<file path="src/rtl/mcpu_pkg.sv">
// mcpu_pkg: access size encodings, LSU state enum and lane-width helpers.
package mcpu_pkg;
    localparam int BYTE_W = 8;

    typedef enum logic [1:0] {SZ_BYTE = 2'b00, SZ_HALF = 2'b01, SZ_WORD = 2'b10, SZ_FULL = 2'b11} size_e;
    typedef enum logic [1:0] {IDLE, BUS, RESP} state_e;

    function automatic int lane_bits(input int data_w);
        return $clog2(data_w / BYTE_W);
    endfunction

    // Clamp log2(bytes) to the bus width so SZ_FULL on a 32-bit bus means word.
    function automatic logic [1:0] eff_size(input logic [1:0] s, input int lw);
        return (int'(s) > lw) ? 2'(lw) : s;
    endfunction
endpackage

</file>
<file path="src/rtl/mcpu_lsu_lane.sv">
// mcpu_lsu_lane: byte enables, store-data lane replication and load extraction/extension.
module mcpu_lsu_lane import mcpu_pkg::*; #(
    parameter int DATA_W = 32
) (
    input  logic [1:0]                      size,
    input  logic [lane_bits(DATA_W)-1:0]    lane,
    input  logic                            sgn,
    input  logic [DATA_W-1:0]               wdata,
    input  logic [DATA_W-1:0]               rdata_raw,
    output logic [DATA_W/BYTE_W-1:0]        be,
    output logic [DATA_W-1:0]               data_out,
    output logic [DATA_W-1:0]               rdata
);
    localparam int NB = DATA_W / BYTE_W;

    logic [DATA_W-1:0] sh;
    logic fill;
    int nb;

    always_comb begin
        nb = 1 << size;
        sh = rdata_raw >> {lane, 3'b000};
        fill = sgn & (size == 2'd0 ? sh[7] : size == 2'd1 ? sh[15] : size == 2'd2 ? sh[31] : sh[DATA_W-1]);
        data_out = size == 2'd0 ? {NB{wdata[7:0]}} :
                   size == 2'd1 ? {(NB/2){wdata[15:0]}} :
                   size == 2'd2 ? {(NB/4){wdata[31:0]}} : wdata;
        for (int i = 0; i < NB; i++) begin
            be[i] = i >= int'(lane) && i < int'(lane) + nb;
            rdata[i*BYTE_W +: BYTE_W] = i < nb ? sh[i*BYTE_W +: BYTE_W] : {BYTE_W{fill}};
        end
    end
endmodule

</file>
<file path="src/rtl/mcpu_lsu.sv">
// mcpu_lsu: single-outstanding load/store unit bridging the control FSM to the MIO bus.
// Define LSU_ALIGN_CHECK_EN to reject misaligned accesses with rsp_err instead of truncating the address.
module mcpu_lsu import mcpu_pkg::*; #(
    parameter int DATA_W  = 32,
    parameter int ADDR_W  = 32,
    parameter int TIMEOUT = 255
) (
    input  logic                     clk,
    input  logic                     rst,
    input  logic                     req_valid,
    output logic                     req_ready,
    input  logic                     req_we,
    input  logic [1:0]               req_size,
    input  logic                     req_signed,
    input  logic [ADDR_W-1:0]        req_addr,
    input  logic [DATA_W-1:0]        req_wdata,
    output logic                     rsp_valid,
    output logic [DATA_W-1:0]        rsp_rdata,
    output logic                     rsp_err,
    output logic                     busy,
    output logic [ADDR_W-1:0]        Addr_out,
    output logic [DATA_W-1:0]        Data_out,
    output logic                     mem_w,
    output logic [DATA_W/8-1:0]      be,
    output logic                     CPU_MIO,
    input  logic [DATA_W-1:0]        Data_in,
    input  logic                     MIO_ready
);
    localparam int NB = DATA_W / BYTE_W;
    localparam int LW = lane_bits(DATA_W);
    localparam int CW = TIMEOUT > 0 ? $clog2(TIMEOUT + 1) : 1;

    state_e state;
    logic [ADDR_W-1:0] a_q;
    logic [1:0] sz_q, sz_in;
    logic we_q, sg_q;
    logic [DATA_W-1:0] wd_q, ld;
    logic [LW-1:0] lmask;
    logic [CW-1:0] cnt, cnt_nxt;
    logic [NB-1:0] be_l;

    assign sz_in = eff_size(req_size, LW);
    assign lmask = ~({LW{1'b1}} << sz_in);
    assign cnt_nxt = cnt + 1'b1;
    assign req_ready = state == IDLE;
    assign busy = state != IDLE;
    assign Addr_out = {a_q[ADDR_W-1:LW], {LW{1'b0}}};
    assign be = CPU_MIO ? be_l : '0;
`ifdef LSU_ALIGN_CHECK_EN
    logic mis;
    assign mis = |(req_addr[LW-1:0] & lmask);
`endif

    mcpu_lsu_lane #(.DATA_W(DATA_W)) u_lane (
        .size      (sz_q),
        .lane      (a_q[LW-1:0]),
        .sgn       (sg_q),
        .wdata     (wd_q),
        .rdata_raw (Data_in),
        .be        (be_l),
        .data_out  (Data_out),
        .rdata     (ld)
    );

    always_ff @(posedge clk or negedge rst) begin
        if (!rst) begin
            state <= IDLE;
            a_q <= '0;
            sz_q <= '0;
            we_q <= 1'b0;
            sg_q <= 1'b0;
            wd_q <= '0;
            cnt <= '0;
            CPU_MIO <= 1'b0;
            mem_w <= 1'b0;
            rsp_valid <= 1'b0;
            rsp_err <= 1'b0;
            rsp_rdata <= '0;
        end else begin
            rsp_valid <= 1'b0;
            case (state)
                IDLE: if (req_valid) begin
`ifdef LSU_ALIGN_CHECK_EN
                    if (mis) begin
                        state <= RESP;
                        rsp_valid <= 1'b1;
                        rsp_err <= 1'b1;
                        rsp_rdata <= '0;
                    end else
`endif
                    begin
                        state <= BUS;
                        a_q <= {req_addr[ADDR_W-1:LW], req_addr[LW-1:0] & ~lmask};
                        sz_q <= sz_in;
                        we_q <= req_we;
                        sg_q <= req_signed;
                        wd_q <= req_wdata;
                        cnt <= '0;
                        CPU_MIO <= 1'b1;
                        mem_w <= req_we;
                    end
                end
                BUS: if (MIO_ready) begin
                    state <= RESP;
                    rsp_valid <= 1'b1;
                    rsp_err <= 1'b0;
                    rsp_rdata <= we_q ? '0 : ld;
                    CPU_MIO <= 1'b0;
                    mem_w <= 1'b0;
                end else if (TIMEOUT != 0 && int'(cnt_nxt) == TIMEOUT) begin
                    state <= RESP;
                    rsp_valid <= 1'b1;
                    rsp_err <= 1'b1;
                    rsp_rdata <= '0;
                    CPU_MIO <= 1'b0;
                    mem_w <= 1'b0;
                end else begin
                    cnt <= cnt_nxt;
                end
                default: state <= IDLE;
            endcase
        end
    end
endmodule
</file>
<file path="config.mk">
export PLATFORM = sky130hd
export DESIGN_NAME = mcpu_lsu
export DESIGN_NICKNAME = d
export VERILOG_FILES = /design/src/rtl/mcpu_pkg.sv /design/src/rtl/mcpu_lsu_lane.sv /design/src/rtl/mcpu_lsu.sv
export SDC_FILE = /design/constraint.sdc
export NUM_CORES = 1
export LEC_CHECK = 0
export BUFFER_PORTS_ARGS = -buffer_cell sky130_fd_sc_hd__buf_2
export CORE_MARGIN = 5
export CORE_UTILIZATION = 33
export DETAILED_ROUTE_END_ITERATION = 8
export GPL_TIMING_DRIVEN = 1
export PLACE_DENSITY_LB_ADDON = 0.1
export SLEW_MARGIN = 20
export SYNTH_ARGS = -nofsm -noshare
export SYNTH_HDL_FRONTEND = slang
export SYNTH_SLANG_ARGS = --single-unit
</file>
<file path="constraint.sdc">
create_clock -name clk -period 6.1 [get_ports clk]
set_input_delay 1.525 -clock clk [delete_from_list [all_inputs] [get_ports clk]]
set_output_delay 1.525 -clock clk [all_outputs]
set_load 0.03 [all_outputs]
</file>
==> impl_metrics.json <==
{
  "status": "completed",
  "clock_latency_ps": 410,
  "maxSlewViolCount": 0,
  "start_util": 0.333,
  "fill_cells": 1865,
  "core_area_sq_um": 17800,
  "syn_area_per_cell_sq_um": 9.13,
  "vdd_drop_max_uv": 290,
  "p_switching_mw": 1.87,
  "r2r_cells": 6,
  "async_flop_share": 1.00,
  "path_clk_slew_ps": 50,
  "min_path_type": "reg2reg",
  "fin_crit_sh": 0.730,
  "grt_overflow_total": 0,
  "drv_cap": 0,
  "yosysSeqAreaShare": 0.482,
  "regArea_sq_um": 2850,
  "port_buffers": 207,
  "vias": 4990,
  "final_layout_size_suffix_gt1_frac": 0.355,
  "syn_to_final_growth_pct": 25.3,
  "cp_max_fo": 34,
  "power_density_nw_per_um2": 565,
  "synth.distinct_cells": 51,
  "leakage_nw": 3.86,
  "synth-simple-area-share": 0.201,
  "dp_slack_ps": 2030,
  "yosys_warnings": 0,
  "relSlewSlack": 0.374,
  "post_drt_via_cell_ratio": 4.77,
  "synthCells": 648,
  "p_total_mw": 4.19,
  "rsz0062_at_grt": "false",
  "synth-adder-area-share": 0.00846,
  "fin_ws_ps": 1650,
  "fin_skew_ps": 10.1,
  "synth_compound_area_frac": 0.120,
  "ctsHoldBuffers": 0,
  "end_kind": "output port",
  "synth_commonest_cells": "nand2_1, dfrtp_1, buf_4",
  "cts_resized": 0,
  "fin_crit_ps": 4450,
  "finalSetupViolations": 0,
  "worst_ep_required_time_ps": 4580,
  "synth_area_leaders": "dfrtp_1, nand2_1, buf_4, mux2_2, mux2i_1",
  "p_int_mw": 2.32,
  "grt_start_max_net_pins": 71,
  "yosysTopAreaCell": "dfrtp_1",
  "reg2reg_from": "cnt[0]",
  "grt_pass1_wl_um": 26700,
  "die_width_um": 144,
  "postRouteAntennaNets": 0,
  "cts_buffers": 17,
  "hold_viol_final": 0,
  "drc": 0,
  "synth.top_cell.area_share": 0.482,
  "hold_start": "a_q[29]",
  "routed_wl_um": 16900,
  "critPathLaunch": "a_q[1]",
  "switching_share": 0.446,
  "ys.flop_type": "dfrtp_1",
  "cts_sinks": 114,
  "nNetsFinal": 912,
  "drtPass1Iterations": 5,
  "max_freq_ghz": 0.224,
  "synth-edff-count": 0,
  "critPathLaunchType": "register",
  "path_class": "reg2out",
  "synthesis.area_sq_um": 5910,
  "cp_data_arrival_time_ps": 2930,
  "multi_input_area_sq_um": 2550,
  "worst_pin_slew_ps": 939,
  "synth_mux_area_frac": 0.0959,
  "dp_cells": 1014,
  "routedWlPerCell_um": 16.2,
  "fp-row-count": 49,
  "dieArea_sq_um": 20700,
  "yosysMostFrequentCell": "nand2_1",
  "fin_setup_tns_ps": 0,
  "fp.dieH_um": 144,
  "num_io_pins": 210,
  "synth_seq_cells": 114,
  "cts_tree": "built",
  "clockBufferDepth": 2,
  "antenna_found_initial": 5,
  "clockRootBuffer": "clkbuf_16",
  "clock_power_share": 0.239,
  "finalNonFillerCells": 1046,
  "whs_path_depth": 2,
  "comb_power_share": 0.450,
  "place_hpwl_um": 12300,
  "grt_usage": 0.165,
  "grt_pass1_vias": 5181,
  "post-route-util": 0.417,
  "drtIter0Drc": 225,
  "h-tree-depth": 4,
  "synthXorXnorAreaFrac": 0.00296,
  "gp_congestion": 0.788,
  "post-cts-setup-buffer-count": 0,
  "p_seq_frac": 0.311,
  "synth_top_family_by_area": "simple AND/OR/NAND/NOR gates"
}
==> cell type report <==
class,count,share of cell area
Antenna cell,1,0.000338
Clock buffer,21,0.0621
Clock inverter,10,0.0181
Inverter,11,0.00557
Multi-Input combinational cell,447,0.344
Sequential cell,114,0.385
Tap cell,229,0.0387
Timing Repair Buffer,213,0.146
==> registers in the layout, summed over array words and instances (netlist names) <==
signal     flops
a_q           32
rsp_rdata     32
wd_q          32
cnt            8
state          2
sz_q           2
CPU_MIO        1
mem_w          1
rsp_err        1
rsp_valid      1
sg_q           1
we_q           1
==> critical path: stages (launching register included) <==
cell and delay, ps:
dfrtp_1 880, inv_1 320, xnor2_1 210, ha_1 220, a21boi_0 130, a21oi_1 190, o32a_1 210, a21oi_1 60
nor2_1 100, buf_2 200
==> power groups by stage <==
stage,Sequential (mW),Clock (mW),Combinational (mW)
final,1.30,1.00,1.88
after global routing,1.36,1.06,2.05
after CTS,1.31,1.02,1.92
after detailed placement,1.32,0,1.91
after global placement,1.31,0,1.90
after floorplan,1.41,0,1.36
==> cells in the final DEF, fill, tap and decap left out, types with 3 or more instances in the layout <==
master and instances:
a21boi_0 3, a21oi_1 15, a22o_1 22, a22o_2 3, buf_2 206, buf_4 7
bufinv_16 3, clkbuf_16 17, clkinv_2 4, dfrtp_1 114, ha_1 4, inv_1 11
mux2_2 27, mux2i_1 24, nand2_1 244, nand2b_1 4, nand3_1 4, nand4_1 3
nor2_1 10, o21ai_0 33, o221ai_1 3, o2bb2ai_1 7, or4_2 3
==> worst paths after layout <==
check / endpoint / slack (ps)
worst max register to register: rsp_rdata[25] / 3550
min in group asynchronous: cnt[6] / 1260
worst min-delay path: a_q[29] / 470
worst min register to register: a_q[29] / 470
max in group asynchronous: cnt[5] / 3690
worst max-delay path: be[2] / 1650
==> stage by stage <==
step	hold slack (ps)	area, sq um
after floorplan	438	5920
after global placement	453	6810
after detailed placement	458	6810
after CTS	471	7410
after global routing	486	7410
final	468	7410
==> cells by family (layout without fill, tap and decap cells) <==
logic type	Yosys count	count (layout)
xor gates and xnor gates	2	2
DFF	114	114
and+or+nand+nor	288	288
muxes	52	52
AOI/OAI and AO/OA	99	99
buffers and inverters	88	255
other	1	3
adders and majority gates	4	4
==> metal layers <==
metal	vias up	GRT usage	part of all wire
met2	151	0.260	0.47
met4	8	0.0491	0.013
met1	2380	0.212	0.43
met3	21	0.0639	0.080
met5	-	0	0.0026
li1	2430	-	-
No activity file was read; power rests on OpenSTA's default activity.
